File: config.mk
export PLATFORM = sky130hd
export DESIGN_NAME = imm_load_sequencer
export DESIGN_NICKNAME = d
export VERILOG_FILES = /design/src/rtl/imm_load_sequencer.sv
export SDC_FILE = /design/constraint.sdc
export NUM_CORES = 1
export LEC_CHECK = 0
export ABC_AREA = 1
export BUFFER_PORTS_ARGS = -buffer_cell sky130_fd_sc_hd__buf_4
export CAP_MARGIN = 10
export CORE_MARGIN = 2
export CORE_UTILIZATION = 30
export CTS_BUF_LIST = sky130_fd_sc_hd__clkbuf_16
export DETAILED_ROUTE_END_ITERATION = 10
export GPL_TIMING_DRIVEN = 0
export PLACE_DENSITY = 0.55
export SLEW_MARGIN = 15
export SYNTH_ARGS = -nofsm -noshare
export SYNTH_HDL_FRONTEND = slang
export SYNTH_SLANG_ARGS = --single-unit
File: constraint.sdc
create_clock -name clk -period 1.9 [get_ports clk]
set_input_delay 0 -clock clk [delete_from_list [all_inputs] [get_ports clk]]
set_output_delay 0 -clock clk [all_outputs]
set_load 0.1 [all_outputs]
File: src/rtl/imm_load_sequencer.sv
// imm_load_sequencer: expands a 16-bit load-immediate into the shortest LI/SLL/ADDIU sequence
module imm_load_sequencer (
    input  logic        clk,
    input  logic        rst,
    input  logic        req_valid,
    output logic        req_ready,
    input  logic [15:0] req_value,
    input  logic [2:0]  req_rx,
    output logic        out_valid,
    input  logic        out_ready,
    output logic [15:0] out_instr,
    output logic        out_last,
    output logic        busy
);
    typedef enum logic [1:0] {S_IDLE, S_LI, S_SLL, S_ADDIU} state_t;
    typedef enum logic [1:0] {C_A, C_B, C_C, C_D} case_t;

    state_t      r_state, w_state_nxt;
    case_t       r_case, w_case_nxt, w_case_req;
    logic [15:0] r_val, w_val_nxt;
    logic [2:0]  r_rx, w_rx_nxt;
    logic [15:0] r_instr, w_instr_nxt;
    logic        r_valid, r_last, w_last_nxt;
    logic [7:0]  w_li_imm;

    always_comb
        w_case_req = (req_value[15:8] == 8'h00)   ? C_A :
                     (req_value[15:7] == 9'h1FF)  ? C_B :
                     (req_value[7:0] == 8'h00)    ? C_C : C_D;

    always_comb begin
        w_state_nxt = r_state;
        w_case_nxt  = r_case;
        w_val_nxt   = r_val;
        w_rx_nxt    = r_rx;
        case (r_state)
            S_IDLE: if (req_valid) begin
                w_state_nxt = S_LI;
                w_case_nxt  = w_case_req;
                w_val_nxt   = req_value;
                w_rx_nxt    = req_rx;
            end
            S_LI:    if (out_ready) w_state_nxt = (r_case == C_A) ? S_IDLE : (r_case == C_B) ? S_ADDIU : S_SLL;
            S_SLL:   if (out_ready) w_state_nxt = (r_case == C_C) ? S_IDLE : S_ADDIU;
            default: if (out_ready) w_state_nxt = S_IDLE;
        endcase
    end

    // Outputs are computed from the next state so they can be registered without a bubble
    always_comb begin
        w_li_imm = (w_case_nxt == C_A) ? w_val_nxt[7:0] :
                   (w_case_nxt == C_B) ? 8'h00 :
                   (w_case_nxt == C_C) ? w_val_nxt[15:8] :
                   w_val_nxt[15:8] + {7'b0, w_val_nxt[7]};
        w_instr_nxt = (w_state_nxt == S_LI)    ? {5'b01101, w_rx_nxt, w_li_imm} :
                      (w_state_nxt == S_SLL)   ? {5'b00110, w_rx_nxt, w_rx_nxt, 5'b00000} :
                      (w_state_nxt == S_ADDIU) ? {5'b01001, w_rx_nxt, w_val_nxt[7:0]} : 16'h0000;
        w_last_nxt = (w_state_nxt == S_LI && w_case_nxt == C_A) ||
                     (w_state_nxt == S_SLL && w_case_nxt == C_C) ||
                     (w_state_nxt == S_ADDIU);
    end

    always_ff @(posedge clk) begin
        if (rst) begin
            r_state <= S_IDLE;
            r_case  <= C_A;
            r_val   <= 16'h0000;
            r_rx    <= 3'd0;
            r_instr <= 16'h0000;
            r_valid <= 1'b0;
            r_last  <= 1'b0;
        end else begin
            r_state <= w_state_nxt;
            r_case  <= w_case_nxt;
            r_val   <= w_val_nxt;
            r_rx    <= w_rx_nxt;
            r_instr <= w_instr_nxt;
            r_valid <= w_state_nxt != S_IDLE;
            r_last  <= w_last_nxt;
        end
    end

    assign req_ready = r_state == S_IDLE;
    assign busy      = r_state != S_IDLE;
    assign out_valid = r_valid;
    assign out_instr = r_instr;
    assign out_last  = r_last;
endmodule

Word-level counts from Yosys, hierarchy flattened

Index checks and enable logic that the tools add are counted.

Add/subtract/negate cells: 1
Equal/unequal tests: 10
Muxes and demuxes: 23
Reductions and logical operators: 13

Operators by type and width:

| kind                                                                   | number |
|---|---|
| 15-bit 2-to-1 mux                                                      | 3 |
| 16-bit 2-to-1 mux                                                      | 2 |
| 8-bit 2-to-1 mux                                                       | 3 |
| 2-bit 2-to-1 mux                                                       | 10 |
| 8-bit logical NOT                                                      | 2 |
| 2-bit equality test (second input constant)                            | 5 |
| 9-bit equality test (second input constant)                            | 1 |
| 8-bit by 1-bit adder with 8-bit output                                 | 1 |
| 2-bit by 1-bit equality test with 1-bit output (second input constant) | 4 |
| 2-bit logical NOT                                                      | 3 |
| 3-bit 2-to-1 mux                                                       | 2 |
| 2-bit one-hot mux with 3 select lines                                  | 1 |
| 2-bit nonzero test                                                     | 2 |
| 3-bit OR reduction                                                     | 1 |
| 1-bit logical AND                                                      | 2 |
| 1-bit logical OR                                                       | 2 |
| 1-bit 2-to-1 mux                                                       | 2 |
| 2-bit OR reduction                                                     | 1 |

Bits in registers: 41
Word-level logic and storage cells: 56

Longest topological paths before layout

Gate-level depths: netlist (run 1).

Depth in word-level cells: 11
Gate-level depth with buffers: 16
Gate-level depth less buffers: 15

Worst setup path before layout (run 1)

No wires, ideal clock.

Path kind: register to register
Start point: reg r_state[1]
End point: reg r_instr[6], in the netlist out_instr[6]
Library setup time: 115 ps
Arrival: 2428 ps
Data required time: 1785 ps
Setup slack: -643 ps
Cell stages (with the launch flop): 14
Path buffers: 2
Clock period less this slack: 2543 ps
Cell sequence: dfxtp_1 nor2_4 nand2_4 buf_12 buf_6 o2111ai_1 nand2_1 inv_1 ha_1 inv_1 nand3_1 nand2_2 a21oi_1 nand2_1

RTL lines:

| item                                      | RTL line | text |
|---|---|---|
| start, declared                           | 18       | `state_t r_state, w_state_nxt;` |
| start signal, assigned                    | 73       | `r_state <= w_state_nxt;` |
| 2-bit logical NOT (*)                     | n/a      |  |
| net req_ready                             | 6        | `output logic req_ready,` |
| 2-bit one-hot mux with 3 select lines (*) | 36       | `case (r_state)` |
| net w_state_nxt[0]                        | 18       |  |
| 2-bit equality test                       | 57       | `(w_state_nxt == S_ADDIU) ? {5'b01001, w_rx_nxt, w_val_nxt[7:0]} : 16'h0000;` |
| 15-bit 2-to-1 mux                         | 57       |  |
| 15-bit 2-to-1 mux                         | 56       | `(w_state_nxt == S_SLL) ? {5'b00110, w_rx_nxt, w_rx_nxt, 5'b00000} :` |
| 15-bit 2-to-1 mux (*)                     | 55       | `w_instr_nxt = (w_state_nxt == S_LI) ? {5'b01101, w_rx_nxt, w_li_imm} :` |
| end signal, assigned                      | 77       | `r_instr <= w_instr_nxt;` |
| end, declared                             | 22       | `logic [15:0] r_instr, w_instr_nxt;` |

Mark *: on every way through the listed nets, which the timed path passes. The rest lies on a longest branch.
A chain may end at the register's enable or synchronous reset.

Worst setup path after layout (run 1)

Start point: reg r_state[0]
End point: reg r_instr[0], in the netlist out_instr[0]

RTL lines:

| item                                              | RTL line |
|---|---|
| 2-bit equality test, or another cell as far along | 36 |
| 2-bit one-hot mux with 3 select lines (*)         | 36 |
| net w_state_nxt[0]                                | 18 |
| 2-bit equality test                               | 57 |
| 15-bit 2-to-1 mux                                 | 57 |
| 15-bit 2-to-1 mux                                 | 56 |
| 15-bit 2-to-1 mux (*)                             | 55 |

Marked as above.

==> impl_metrics.toml, run 1 <==
[critical_path]
crit_arrival_ps = 2110
slowest_stage = "dfxtp_4"
slowest_delay_ps = 350
reg2reg_depth = 12
startpoint_type = "flip-flop"
cp_cell_sequence = "nor2_4 > nand2_4 > buf_12 > buf_8 > o2111ai_4 > nand2_2 > inv_4 > ha_4 > inv_6 > nor2_4 > o21ai_1 > o21ai_1"
worstPathRequired_ps = 2100
startpoint = "r_state[0]$_SDFF_PP0_"
r2r_slack_ps = -7
end_kind = "flip-flop"
path_max_fanout = 7
r2r_end = "out_instr[0]$_SDFF_PP0_"
cp.buffers_inverters = 4
critical_path.top_delay_family = "simple AND/OR/NAND/NOR gates"
path_class = "flip-flop to flip-flop"
reg2reg_from = "r_state[0]$_SDFF_PP0_"

[timing]
grt_setup_unrepaired = "yes"
setup_tns_ps = -7.482
timing.final.crit_share = 1.004
finalWorstSetupSlack_ps = -7.482
final-max-slew-violation-count = 0
slew_headroom = 0.6083
fmax_mhz = 524.3
skew_ps = 5.194
period_minus_slack_ps = 1907
finalSetupViolCount = 1
hold_ws_ps = 10.65
worstMarginPinSlew_ps = 587.5
hold_viol = 0

[logic_synthesis]
yosysTopAreaCell = "dfxtp_1"
syn_inst = 255
synth_nets = 285
yosys_warnings = 0
ys_top_cells_by_area = "dfxtp_1, nor2_1, nand2_1"
synth-seq-cells = 39
yosysSeqAreaShare = 0.3975
post_synth_num_cell_types = 32
synthDominantCellAreaShare = 0.3975
syn_avg_cell_area_um2 = 7.703
synth_area_um2 = 1964

[status]
violations = "setup timing"
status = "finished with violations"

[floorplanning]
initial_core_util = 0.3094
coreArea_um2 = 6350
dieArea_um2 = 7211
fp.dieH_um = 84.92
placementRows = 29
die-width_um = 84.92
ios = 43

[drt]
drc = 0
viasPerCell = 4.467
ant_nets = 0
drt_pass1_iterations = 4
via_count = 1778
drt_iter0_drc = 44
wire_per_inst_um = 11.79
drt_wl_total_um = 4694

[power_and_ir_drop]
p_per_area_nw_per_um2 = 1020
power.static_leakage_nw = 1.296
peakVddDrop_mv = 0.6589

[placement]
hpwl_um = 3514
place_congestion = 0.8205
io_buffer_count = 40

[global_route]
grt_pass1_vias = 1674
grt_pass1_wl_um = 7852
grt_max_degree = 13
grt_usage = 0.1380
grt_antenna_before_repair = 0
grt_overflow = 0

[clock_network]
cts_buffer_depth = 2
h-tree-depth = 2
cts_made_buffers = 5
clkSlewWorstSetupHoldPaths_ps = 60
cts_tree = "yes"
clockRootBuffer = "clkbuf_16"
clock_sinks = 39
clock_latency_ps = 280

[worst_hold_path]
worst_hold_path_type = "input port to flip-flop"
holdPathStages = 3
hold_start = "req_value[15]"
holdPathEnd = "r_val[15]$_SDFF_PP0_"

[layout]
regArea_um2 = 789.5
final_nets = 350
drive_gt1_frac = 0.4019
fillCellCount = 629
syn_to_final_growth_pct = 45.92
diodes = 0
multiInputGateArea_um2 = 1189

[job]
cap_violations = 0
[area by class of cell]
cell class / count / share of cell area
Clock buffer: 5 / 0.04365
Timing Repair Buffer: 58 / 0.1571
Sequential cell: 39 / 0.2754
Buffer: 8 / 0.02532
Clock inverter: 3 / 0.01353
Inverter: 26 / 0.03667
Tap cell: 77 / 0.03361
Multi-Input combinational cell: 182 / 0.4147
[cell usage after synthesis]
library cell / number
o21ai_0: 11
buf_12: 1
or2_2: 1
dfxtp_1: 39
nor3_1: 6
o211ai_1: 3
o21ai_1: 4
nand3_2: 2
a311oi_1: 1
nor2_1: 50
inv_1: 25
nand2_1: 44
o21ai_2: 2
inv_2: 1
nor2_2: 3
ha_1: 7
nand3b_1: 5
o2111ai_1: 2
nand4_1: 3
o32ai_1: 1
nand2_2: 6
buf_6: 2
nand3_1: 8
conb_1: 1
a21oi_1: 4
nand2_4: 8
mux2i_1: 3
buf_4: 2
clkbuf_1: 3
nor2_4: 4
or2_1: 2
a21oi_4: 1
[worst max-delay path by stage]
stage                                    to  slack, ps  cells after the start
finish              out_instr[0]$_SDFF_PP0_         -7                     12
global route        out_instr[0]$_SDFF_PP0_       -100                     12
CTS                 out_instr[6]$_SDFF_PP0_         -6                     15
detailed placement  out_instr[6]$_SDFF_PP0_       -200                     15
global placement    out_instr[6]$_SDFF_PP0_       -200                     13
floorplan           out_instr[6]$_SDFF_PP0_       -420                     14
[layout by cell type, fill, tap and decap left out, drive strengths merged]
cell type,Yosys,layout
buf,5,62
nor2,57,57
nand2,58,58
or2,3,3
o2111ai,2,2
dfxtp,39,39
bufinv,0,1
o32ai,1,1
a311oi,1,1
nand3b,5,5
o21ai,17,17
mux2i,3,3
clkinv,0,2
inv,26,26
nor3,6,6
conb,1,1
nand4,3,3
dlygate4sd3,0,1
o211ai,3,3
a21oi,5,5
nand3,10,10
ha,7,7
clkbuf,3,8
[logic make-up (layout without fill, tap and decap cells)]
logic type / count (synthesis) / count (layout) / share of synthesized area
buffers and inverters: 34 / 100 / 0.08471
other: 1 / 1 / 0.001909
AOI/OAI and AO/OA: 29 / 29 / 0.09491
muxes: 3 / 3 / 0.01529
DFF: 39 / 39 / 0.3975
and+or+nand+nor: 142 / 142 / 0.3612
adders and majority gates: 7 / 7 / 0.04458
[per-layer routing]
metal | vias to the layer above | routed length [um] | GRT usage
met1 | 812 | 2150 | 0.1669
met4 | 0 | 9 | 0.03463
met3 | 2 | 151 | 0.03599
met5 | - | 0 | 0
met2 | 23 | 2382 | 0.2441
li1 | 941 | - | -
[worst reg2reg max path, cell delays in order, from the launching register on]
cell	delay, ps
dfxtp_4	350
nor2_4	140
nand2_4	90
buf_12	140
buf_8	120
o2111ai_4	70
nand2_2	120
inv_4	100
ha_4	190
inv_6	60
nor2_4	200
o21ai_1	100
o21ai_1	140
[through the flow]
stage                     setup WS [ps]  utilization  area (um^2)  power (mW)  cells
after floorplan                  -424.3            -         2078       1.701    255
after global placement           -196.3       0.3898         2475       1.898    372
after detailed placement         -198.9       0.3898         2475       1.908    372
after CTS                        -5.995       0.4355         2765       2.902    393
after global routing             -99.87       0.4514         2867       3.082    398
final                            -7.482       0.4514         2867       2.925    398
[where the power goes]
part | internal, mW | switching, mW | total (mW)
Combinational | 0.352 | 0.721 | 1.07
Clock | 0.611 | 0.310 | 0.922
Sequential | 0.901 | 0.0294 | 0.931
[state kept, by name (all words and copies together) (netlist names)]
signal,cells
r_state,2
out_instr,14
out_valid,1
r_val,16
out_last,1
r_case,2
r_rx,3
[repair_timing]
action,CTS,global route
buffers inserted,12,5
gates resized for setup,7,12
hold buffers,1,0
endpoints found under the setup margin,12,9
pin swaps,5,13
endpoints found under the hold margin,1,0
No activity file was read; power rests on OpenSTA's default activity.
==> run 2: changes to the inputs <==
Settings changed: MAX_ROUTING_LAYER set to met4.
==> run 2 against run 1 <==
  * Final area is the same
  * The run still ends with setup timing left
  * Sequential share of layout area unchanged
  * Fmax hardly changed
  * Wire length up 0.53%
  * Clock power up 0.4%
  * Sequential cell count unchanged
  * Combinational power about the same
  * First-iteration DRC count increased by 18%
  * Clock skew shrank 2.0 ps
  * Power increased by 0.20%
  * Hold slack worse by 1.7 ps
==> impl_metrics.toml, run 2 (same netlist as run 1, synthesis figures left out) <==
[placement]
io_buffer_count = 40
place_inst = 372
place_area_um2 = 2475
place_congestion = 0.8329
hpwl_um = 3514

[drt]
wirelength_met1_um = 2159
drt_pass1_iterations = 4
wire_per_inst_um = 11.86
drt_iter0_drc = 52
dr_wl_met3_um = 163
via_count = 1789
ant_nets = 0
drt_wl_total_um = 4719
top_layer_used = "met4"
viasPerCell = 4.495
route.met2.wl_um = 2354
drc = 0

[timing]
finalWorstSetupSlack_ps = -6.602
fmax_mhz = 524.5
hold_viol = 0
slew_headroom = 0.6094
period_minus_slack_ps = 1907
finalSetupViolCount = 1
timing.final.crit_share = 1.003
grt_setup_unrepaired = "yes"
skew_ps = 3.161
final-max-slew-violation-count = 0
worstMarginPinSlew_ps = 585.9

[layout]
diodes = 0
drive_gt1_frac = 0.4019
final_common_cell = "buf_4"
largest-register = "r_val"
syn_to_final_growth_pct = 45.92
final_nets = 350
final_cell_area_um2 = 2867
largest_reg_flops = 16
finalNonFillerCells = 398
final_cell_mix = "buf_4, nor2_1, nand2_1, dfxtp_1, inv_1"

[job]
cap_violations = 0

[clock_network]
clock_latency_ps = 280
cts_buffer_depth = 2
h-tree-depth = 2
clkSlewWorstSetupHoldPaths_ps = 60
clockRootBuffer = "clkbuf_16"
cts_made_buffers = 5
clock_sinks = 39
cts_tree = "yes"

[critical_path]
r2r_slack_ps = -7
path_max_fanout = 7
startpoint_type = "flip-flop"
end_kind = "flip-flop"
worstPathRequired_ps = 2110
path_class = "flip-flop to flip-flop"
crit_arrival_ps = 2110

[power_and_ir_drop]
peakVddDrop_mv = 0.6582
power.static_leakage_nw = 1.296
p_per_area_nw_per_um2 = 1022
finalPower_mw = 2.930

[floorplanning]
ios = 43
dieArea_um2 = 7211
coreArea_um2 = 6350
initial_core_util = 0.3094
die-width_um = 84.92
placementRows = 29
fp.dieH_um = 84.92

[global_route]
grt_usage = 0.1424
grt_pass1_wl_um = 7859
grt_overflow = 0
grt_max_degree = 13
grt_pass1_vias = 1674
grt_antenna_before_repair = 0

[status]
violations = "setup timing"
status = "finished with violations"

[worst_hold_path]
worst_hold_path_type = "input port to flip-flop"
[run 2: cell counts in the layout (fill, tap and decap cells not counted)]
No cell type changed its count.
[run 2: area by class of cell]
type	instances	area, um^2
tap	77	96.34
sequential	39	789.5
fill	629	3483
clock buffer	5	125.1
clock inverter	3	38.79
buffer	8	72.57
inverter	26	105.1
multi-input combinational	182	1189
timing repair buffer	58	450.4
[run 2: timing repair]
item | in CTS | in global routing
hold endpoints to repair | 1 | 0
cloned | 0 | 0
pin swaps | 5 | 13
hold buffers | 1 | 0
endpoints found under the setup margin | 12 | 9
setup buffers | 12 | 5
gates resized for setup | 7 | 12
[run 2: final timing paths]
kind,start,end,cells after the start
setup reg to reg,r_state[0]$_SDFF_PP0_,out_instr[0]$_SDFF_PP0_,12
hold / removal,req_rx[0],r_rx[0]$_SDFF_PP0_,3
hold reg to reg,r_val[0]$_SDFF_PP0_,r_val[0]$_SDFF_PP0_,2
setup / recovery,r_state[0]$_SDFF_PP0_,out_instr[0]$_SDFF_PP0_,12
[run 2: metrics by stage]
stage	worst slack (ps)	util	TNS, ps	hold WS [ps]
finish	-6.602	0.4514	-6.602	8.927
global route	-99.87	0.4514	-685.7	21.73
CTS	-5.995	0.4355	-5.995	7.770
detailed placement	-198.9	0.3898	-1237	288.4
global placement	-196.3	0.3898	-1129	280.3
floorplan	-424.3	-	-4382	152.3
[run 2: where the power goes]
| part | leakage (nW) | total [mW] | internal (mW) | switching (mW) |
|---|---|---|---|---|
| clock network | 0.0812 | 0.926 | 0.612 | 0.315 |
| registers | 0.323 | 0.931 | 0.901 | 0.0293 |
| logic | 0.892 | 1.07 | 0.352 | 0.722 |
[run 2: critical path: stages, from the launching register on]
cell,delay (ps)
dfxtp_4,350
nor2_4,140
nand2_4,90
buf_12,140
buf_8,120
o2111ai_4,70
nand2_2,120
inv_4,100
ha_4,190
inv_6,50
nor2_4,200
o21ai_1,100
o21ai_1,140
[run 2: per-layer routing]
metal,track usage,vias up
met1,0.1675,820
met3,0.03599,5
met5,-,-
li1,-,941
met4,0.03463,0
met2,0.2441,23
==> run 3: changes to the inputs <==
Settings changed: CORE_UTILIZATION 30 to 48, PLACE_DENSITY 0.55 to 0.79.
==> run 3 against run 2 <==
  * Power increased by 5.7%
  * The flow finishes with violations (hold timing, setup timing)
  * Non-clock buffer count increased by 4
  * Core utilization increased by 27 points
  * Global-route usage increased by 7.9 points
  * Final area decreased by 0.13%
  * Sequential power about the same
  * Critical endpoint is now out_instr[6]$_SDFF_PP0_
  * First-iteration DRC count increased by 120%
  * Combinational power about the same
  * Sequential share of layout area about the same
  * Critical path depth increased by 2
  * Fmax about the same
==> impl_metrics.toml, run 3 (same netlist as run 1, synthesis figures left out) <==
[status]
status = "finished with violations"
violations = "hold timing, setup timing"

[drt]
ant_nets = 0
wire_per_inst_um = 13.41
via_count = 1900
drt_iter0_drc = 113
drt_wl_total_um = 5027
drc = 0
drt_pass1_iterations = 4
viasPerCell = 5.067

[layout]
diodes = 0
final_cell_mix = "buf_4, nor2_1, nand2_1, dfxtp_1, inv_1"
largest-register = "r_val"
final_cell_area_um2 = 2863
final_common_cell = "buf_4"
finalNonFillerCells = 375
final_nets = 354
fillCellCount = 287
largest_reg_flops = 16
drive_gt1_frac = 0.3938
syn_to_final_growth_pct = 45.73
final_core_util = 0.7209

[power_and_ir_drop]
power.static_leakage_nw = 1.327
p_per_area_nw_per_um2 = 1082
peakVddDrop_mv = 0.6700

[clock_network]
cts_tree = "yes"
clock_latency_ps = 280
clockRootBuffer = "clkbuf_16"
h-tree-depth = 2
cts_hold_buf = 0
cts_made_buffers = 5
clock_sinks = 39
clkSlewWorstSetupHoldPaths_ps = 60
cts_buffer_depth = 2

[global_route]
grt_usage = 0.2217
grt_max_degree = 13
grt_antenna_before_repair = 0
grt_pass1_wl_um = 7403
grt_overflow = 0
grt_pass1_vias = 1734

[worst_hold_path]
worst_hold_path_type = "input port to flip-flop"

[placement]
hpwl_um = 3241
io_buffer_count = 40
place_inst = 345
place_congestion = 0.8512
place_area_um2 = 2441

[floorplanning]
placementRows = 23
dieArea_um2 = 4620
fp.dieH_um = 67.97
initial_core_util = 0.4946
die-width_um = 67.97
coreArea_um2 = 3971
ios = 43

[timing]
finalWorstSetupSlack_ps = -6.461
timing.final.crit_share = 1.003
skew_ps = 5.810
hold_ws_ps = -2.389
worstMarginPinSlew_ps = 516.5
final-max-slew-violation-count = 0
period_minus_slack_ps = 1906
hold_viol = 1
slew_headroom = 0.6557
finalSetupViolCount = 1
setup_tns_ps = -6.461
grt_setup_unrepaired = "yes"
fmax_mhz = 524.5

[job]
cap_violations = 0

[critical_path]
crit_arrival_ps = 2090
startpoint_type = "flip-flop"
path_max_fanout = 7
path_class = "flip-flop to flip-flop"
end_kind = "flip-flop"
worstPathRequired_ps = 2080
## run 3: cell count changes in the layout (fill, tap and decap cells not counted), moves of 2 or more
| cell | change |
|---|---|
| nor2_2 | -3 |
| nand3_1 | +2 |
| o21ai_1 | +2 |
| nor2_1 | +2 |
| nand3_2 | -3 |
| buf_4 | +5 |
## run 3: final cells by class
class	instances	area, um^2	share of cell area
clock inverter	3	63.81	0.02229
tap	50	62.56	0.02185
sequential	39	789.5	0.2758
buffer	8	77.57	0.02710
timing repair buffer	62	478.0	0.1670
clock buffer	5	125.1	0.04371
inverter	26	105.1	0.03671
multi-input combinational	182	1161	0.4056
## run 3: final timing paths
check	startpoint	to	slack (ps)	cells after the start
setup / recovery	r_state[0]$_SDFF_PP0_	out_instr[6]$_SDFF_PP0_	-6	14
hold / removal	req_value[15]	r_val[15]$_SDFF_PP0_	-2	3
setup reg to reg	r_state[0]$_SDFF_PP0_	out_instr[6]$_SDFF_PP0_	-6	14
hold reg to reg	r_val[1]$_SDFF_PP0_	r_val[1]$_SDFF_PP0_	490	2
## run 3: layer usage
metal / up-vias / part of all wire / track usage
met5: - / 0 / -
met4: 0 / 0.028 / 0.08250
met3: 14 / 0.050 / 0.06579
met2: 49 / 0.53 / 0.3823
met1: 882 / 0.39 / 0.2401
li1: 955 / - / -
## run 3: timing repair
action,CTS,global route
pin swaps,6,14
buffers inserted,12,10
endpoints found under the setup margin,9,8
resized for setup,5,11
## run 3: through the flow
| stage | worst slack [ps] | power, mW |
|---|---|---|
| after floorplan | -424.3 | 1.701 |
| after global placement | -162.9 | 1.882 |
| after detailed placement | -192.8 | 1.897 |
| after CTS | -0.09304 | 3.016 |
| after global routing | -73.39 | 3.218 |
| final | -6.461 | 3.098 |
## run 3: power by group
part / switching (mW) / internal [mW]
registers: 0.0309 / 0.901
logic: 0.729 / 0.363
clock network: 0.326 / 0.747
## run 3: critical path, cell delays in order, from the launching register on
cell,delay (ps)
dfxtp_4,350
nor2_4,140
nand2_4,90
buf_12,140
buf_4,120
o21ai_2,150
inv_2,80
ha_4,180
ha_4,170
nand3_4,90
nor2_4,40
nand2_1,60
nand2_1,40
nand3_1,80
nand2_1,50
